<file path="config.mk">
export PLATFORM = sky130hd
export DESIGN_NAME = uart_tx_feeder
export DESIGN_NICKNAME = d
export VERILOG_FILES = /design/src/rtl/uart_tx_feeder.sv
export SDC_FILE = /design/constraint.sdc
export NUM_CORES = 1
export LEC_CHECK = 0
export CAP_MARGIN = 20
export CELL_PAD_IN_SITES_DETAIL_PLACEMENT = 0
export CELL_PAD_IN_SITES_GLOBAL_PLACEMENT = 1
export CORE_ASPECT_RATIO = 2
export CORE_MARGIN = 3
export CORE_UTILIZATION = 47
export CTS_CLUSTER_DIAMETER = 150
export DETAILED_ROUTE_END_ITERATION = 12
export PLACE_DENSITY_LB_ADDON = 0.1
export SLEW_MARGIN = 20
export SYNTH_ARGS = -nofsm -noshare
export SYNTH_HDL_FRONTEND = slang
export SYNTH_SLANG_ARGS = --single-unit
</file>
<file path="constraint.sdc">
create_clock -name clk -period 3 [get_ports clk]
set_input_delay 0.6 -clock clk [delete_from_list [all_inputs] [get_ports clk]]
set_output_delay 0.6 -clock clk [all_outputs]
set_load 0.01 [all_outputs]
</file>
<file path="src/rtl/uart_tx_feeder.sv">
// Byte FIFO and transmit sequencer feeding uart_tx: queues host bytes and hands
// them out one at a time, waiting for each tx_done before starting the next.
module uart_tx_feeder #(
    parameter int DEPTH      = 16,
    parameter int ADDR_W     = 4,
    parameter int GAP_CYCLES = 2
) (
    input  logic              clk,
    input  logic              reset,
    input  logic              wr_en,
    input  logic [7:0]        wr_data,
    output logic              full,
    output logic              empty,
    output logic [ADDR_W:0]   count,
    output logic              overflow,
    output logic [7:0]        tx_data,
    output logic              tx_start,
    input  logic              tx_done,
    output logic              busy
);

    localparam int GAP_W = (GAP_CYCLES > 1) ? $clog2(GAP_CYCLES) : 1;
    localparam logic [GAP_W-1:0] GAP_LOAD =
        (GAP_CYCLES > 0) ? GAP_W'(GAP_CYCLES - 1) : '0;
    localparam logic [ADDR_W:0] FULL_COUNT = (ADDR_W + 1)'(DEPTH);

    typedef enum logic [1:0] {
        IDLE,
        START,
        WAIT_DONE,
        GAP
    } state_t;

    state_t state, next_state;

    logic [7:0]        mem [DEPTH];
    logic [ADDR_W-1:0] wr_ptr;
    logic [ADDR_W-1:0] rd_ptr;
    logic [GAP_W-1:0]  gap_cnt;
    logic              tx_done_q;
    logic              done_edge;
    logic              wr_accept;
    logic              pop;

    assign full      = (count == FULL_COUNT);
    assign empty     = (count == '0);
    assign wr_accept = wr_en & ~full;
    assign pop       = (state == IDLE) & ~empty;
    assign done_edge = tx_done & ~tx_done_q;
    assign tx_start  = (state == START);
    assign busy      = (state != IDLE);

    // Storage is deliberately left out of reset; only the pointers define validity.
    always_ff @(posedge clk) begin
        if (wr_accept) begin
            mem[wr_ptr] <= wr_data;
        end
    end

    always_ff @(posedge clk or negedge reset) begin
        if (!reset) begin
            wr_ptr   <= '0;
            rd_ptr   <= '0;
            count    <= '0;
            overflow <= 1'b0;
        end else begin
            if (wr_accept) begin
                wr_ptr <= wr_ptr + 1'b1;
            end
            if (pop) begin
                rd_ptr <= rd_ptr + 1'b1;
            end
            case ({wr_accept, pop})
                2'b10:   count <= count + 1'b1;
                2'b01:   count <= count - 1'b1;
                default: count <= count;
            endcase
            if (wr_en && full) begin
                overflow <= 1'b1;
            end
        end
    end

    always_ff @(posedge clk or negedge reset) begin
        if (!reset) begin
            state <= IDLE;
        end else begin
            state <= next_state;
        end
    end

    // A tx_done level already high when WAIT_DONE is entered is ignored; only a new rising edge ends the wait.
    always_comb begin
        next_state = state;
        case (state)
            IDLE: begin
                if (!empty) begin
                    next_state = START;
                end
            end
            START: begin
                next_state = WAIT_DONE;
            end
            WAIT_DONE: begin
                if (done_edge) begin
                    next_state = (GAP_CYCLES > 0) ? GAP : IDLE;
                end
            end
            GAP: begin
                if (gap_cnt == '0) begin
                    next_state = IDLE;
                end
            end
            default: begin
                next_state = IDLE;
            end
        endcase
    end

    always_ff @(posedge clk or negedge reset) begin
        if (!reset) begin
            tx_data   <= 8'h00;
            gap_cnt   <= '0;
            tx_done_q <= 1'b0;
        end else begin
            tx_done_q <= tx_done;
            if (pop) begin
                tx_data <= mem[rd_ptr];
            end
            if (state == WAIT_DONE && done_edge) begin
                gap_cnt <= GAP_LOAD;
            end else if (state == GAP && gap_cnt != '0) begin
                gap_cnt <= gap_cnt - 1'b1;
            end
        end
    end

endmodule

</file>
* Word-level counts from Yosys, hierarchy flattened *
Memories as Yosys holds them, arrays and structs flattened. A register that Yosys moved wholly into a read port is not among the register bits.
Index checks and enable logic that the tools add are counted.

word-level totals
  bits in latches = 0
  bits in writable memories = 128
  word-level logic and storage cells = 47
  bits of input ports = 12
  memory bits (read-only) = 0
  register bits after elaboration = 18
  memories kept = 1
  output and inout bits = 18

memories
  memory  depth  bits a word  rd ports  clocked after memory_dff  wr ports  RTL line  text
  mem     16     8            1         1                         1         36        logic [7:0] mem [DEPTH];

operators by class
  $mul = 0
  eq/ne operators = 9
  reduce and logical (&&, ||, !) cells = 10
  add/subtract/negate cells = 5
  mux-type cells = 9
  magnitude comparators = 0
  bitwise operators = 6
  div/mod/pow operators = 0
  shift-type cells = 0

operators by type and width
  kind                                                                    count
  5-bit one-hot mux with 2 select lines                                   1
  4-bit by 1-bit adder with 4-bit output (second input constant)          2
  2-bit one-hot mux with 4 select lines                                   1
  2-bit equality test (second input constant)                             3
  2-bit two-way mux                                                       3
  2-bit != test (second input constant)                                   3
  2-bit nonzero test                                                      3
  5-bit by 1-bit adder with 5-bit output (second input constant)          1
  5-bit equality test (second input constant)                             1
  5-bit zero test                                                         1
  5-bit by 1-bit subtractor with 5-bit output (second input constant)     1
  2-bit by 1-bit equality test with 1-bit output (second input constant)  2
  1-bit two-way mux                                                       4
  1-bit bitwise AND                                                       3
  1-bit logical AND                                                       3
  1-bit inverter                                                          3
  3-bit AND reduction                                                     1
  2-bit zero test                                                         1
  1-bit zero test                                                         1
  1-bit subtractor (second input constant)                                1

* Longest topological paths before layout *
  depth after elaboration = 5
  gate-level depth with buffers = 13
  mapped depth without buffers = 11

* Worst setup path after synthesis *
No wires, ideal clock.

  path type = register -> register
  start = register state[0]
  end = register count[4]
  path buffers = 2
  arrival time = 2829 ps
  stages on the path, launching flop included = 14
  data required time = 2920 ps
  period minus slack after synthesis = 2909 ps
  setup slack = 91 ps
  library setup time = 80 ps
  cell sequence = dfrtp_1 > inv_1 > ha_1 > inv_1 > a21oi_1 > buf_2 > ha_1 > clkbuf_1 > xor2_1 > ha_1 > a21oi_1 > or3b_2 > a31oi_1 > xnor2_1

between the ends
  word-level cells in the longest chain between the ends = 4
  elaborated cells between the ends (all ways) = 6
  those cells by class = eq/ne (2); mux (1); bitwise (1); reduce/logical (2)

ends and longest elaborated chain
  what                                                                                          RTL line  text
  from (decl)                                                                                   34        state_t state, next_state;
  from (signal assigned)                                                                        88        state <= next_state;
  2-bit zero test (*)                                                                           48        assign pop = (state == IDLE) & ~empty;
  1-bit bitwise AND (*)                                                                         48
  via pop                                                                                       43        logic pop;
  2-bit by 1-bit equality test with 1-bit output / 2-bit equality test (equally long branches)  73        case ({wr_accept, pop})
  5-bit one-hot mux with 2 select lines / 2-bit nonzero test (equally long branches)            --
  to (signal assigned)                                                                          74        2'b10: count <= count + 1'b1;
  to (signal assigned)                                                                          75        2'b01: count <= count - 1'b1;
  to (signal assigned)                                                                          76        default: count <= count;
  to (decl)                                                                                     14        output logic [ADDR_W:0] count,

Mark *: on every way through the listed nets, which the timed path passes. The rest lies on a longest branch.
A chain may end at the register's enable or synchronous reset.

* Worst setup path after layout *
  start = register count[1]
  end = output full

between the ends
  word-level cells in the longest chain between the ends = 1

ends and longest elaborated chain
  what                 RTL line  text
  5-bit equality test  45        assign full = (count == FULL_COUNT);
  to (decl)            12        output logic full,

No other way between the ends.

==> reports/metrics.yaml <==
status: "finished, final reports clean"
swShare_pct: 29.9
synth.avg_cell_area_um2: 18.8
period_needed_ns: 2.88
ys.flop_type: "edfxtp_1"
fin_hold_ws_ns: 0.459
fmax_ghz: 0.348
die_h_um: 169
synth_edf_count: 128
netlist_top_cells_count: "edfxtp_1, mux4_2, dfrtp_1"
grt_pass1_vias: 3418
worstSetupEndpointType: "output port"
rows: 58
synthCells: 331
final_cells: 552
worstSetupStartpointType: "register"
wl_um: 12000
switchingPower_mw: 2.18
worst_pin_slew_ns: 0.831
hold_path_class: "register to register"
num_vias: 3076
antenna_found_initial: 0
pwr-share-comb_pct: 31.4
cap_violations: 0
ant_nets: 0
power.total_mw: 7.28
power_density_nw_per_um2: 983
routedWlPerCell_um: 21.7
yosys_warnings: 0
ios: 30
grt_pass1_wl_um: 19100
ctsResizeCount: 0
arrival_ns: 2.28
finalInstanceArea_um2: 7400
coreArea_um2: 12800
post_cts_buffers: 0
yosys_register_bits: 154
multi_input_area_um2: 1600
layout_setup_ws_ns: 0.123
synth_fp_nets: 355
gp_congestion: 0.802
drive_above_1_share_pct: 26.6
n_antenna_cell: 0
synthToLayoutAreaGrowth_pct: 18.9
clkPwrFrac_pct: 28.1
grt-ovfl-total: 0
synth.most_common_cell: "edfxtp_1"
worstPathMaxFanout: 8
port_buffers: 29
numCtsBuffers: 17
netlist-cell-type-count: 37
finalSetupTns_ns: 0
setup_violations: 0
cts_max_level: 4
finalCritPeriodShare_pct: 95.9
startpoint: "count[1]"
async_flop_share_pct: 16.9
post_dp_cell_area_um2: 6830
power.share.sequential_pct: 40.4
placedCellCount: 520
rr_startpoint: "count[3]"
drc: 0
power.leakage_nw: 2.55
ctsHoldBuffers: 0
required_ns: 2.40
synth_area_leaders: "edfxtp_1, mux4_2, dfrtp_1, ha_1, mux2_2"
postLayoutCoreUtil_pct: 58.0
criticalPathCategory: "register to output port"
drtPass1Iterations: 4
p_int_mw: 5.10
viasPerCell: 5.57
clk_latency_ns: 0.41
synth_seq_area_share_pct: 72.2
hold_viol: 0
clock-sinks: 154
ctsLongestPathBuffers: 2
yosys.area.top_type_share_pct: 61.7
drt_iter0_drc: 161
drv_slew: 0
clk_pin_slew_ns: 0.06
rsz0062_at_grt: "no"
track_usage_pct: 17.9
grt_max_degree: 34
fillers: 989
dp_slack_ns: 0.125
fin_skew_ns: 0.0102
seqCellArea_um2: 4500
dp_hpwl_um: 8570
hp-start: "overflow"
die_area_um2: 14800
initial_utilization_pct: 48.8
root_buffer: "clkbuf_16"
slew_headroom_pct: 44.4
fin_nets: 413
die_w_um: 87.4
irDropWorstVdd_mv: 0.690
tritoncts: "done"
synth_top_area_cell: "edfxtp_1"
syn_area_um2: 6230
-- cell families after synthesis --
| family | Yosys count | synth area share, % |
|---|---|---|
| flip-flops | 154 | 72.2 |
| multiplexers | 45 | 13.9 |
| AND/OR/NAND/NOR | 43 | 3.66 |
| AO/OA/AOI/OAI | 38 | 4.00 |
| buffers and inverters | 27 | 2.21 |
| XOR/XNOR | 12 | 1.69 |
| adder cells (fa/ha/maj) | 12 | 2.41 |
-- area by class of cell --
type                    count  area share (%)
repair buffers             57            6.93
multi-input cells         150            21.6
well taps                 150            2.54
clock inverters            10            1.23
inverters                   9           0.456
clock buffers              22            6.56
flip-flops and latches    154            60.7
-- flip-flops by register name, summed over array words and instances, names as in the netlist --
register   cells
rd_ptr         4
overflow       1
gap_cnt        1
wr_ptr         4
tx_data        8
tx_done_q      1
count          5
mem          128
state          2
-- layout by cell type, fill, tap and decap left out, drive strengths merged, types with 9 or more instances in the layout --
master         Yosys  routed
dfrtp             26      26
o22ai             18      18
mux4              32      32
nor2              16      16
mux2              11      11
inv                9       9
buf               13      28
ha                12      12
a21oi             12      12
edfxtp           128     128
clkdlybuf4s50      0      29
clkbuf             5      22
-- power groups by stage --
stage / registers, mW / logic [mW] / clock network [mW]
global route: 2.99 / 2.52 / 2.20
global placement: 2.98 / 2.31 / 0
finish: 2.94 / 2.29 / 2.05
detailed placement: 3.00 / 2.34 / 0
CTS: 2.96 / 2.35 / 2.10
floorplan: 2.90 / 1.65 / 0
-- worst max-delay path, cell delays in order, from the launching register on --
cell and delay, ns:
dfrtp_1 0.39, buf_4 0.17, or4_4 0.59, nor2_1 0.16
clkdlybuf4s50_1 0.56
-- worst paths after layout --
kind | to | slack (ns) | cells past startpoint
worst min register to register | overflow | 0.46 | 1
worst max register to register | count[4] | 0.43 | 11
worst max-delay path | full | 0.12 | 4
max in group asynchronous | wr_ptr[1] | 1.73 | 2
worst min-delay path | overflow | 0.46 | 1
min in group asynchronous | count[3] | 0.67 | 1
-- per-layer routing --
layer	routed length (um)	share of wire, %	vias to the layer above	track usage [%]
met3	266	2.2	13	3.85
met2	7240	60	48	33.7
met1	4260	36	1588	19.0
li1	-	-	1427	-
met5	0	0	-	0
met4	199	1.7	0	5.88
Note: power is estimated with default switching activity, not from simulation.
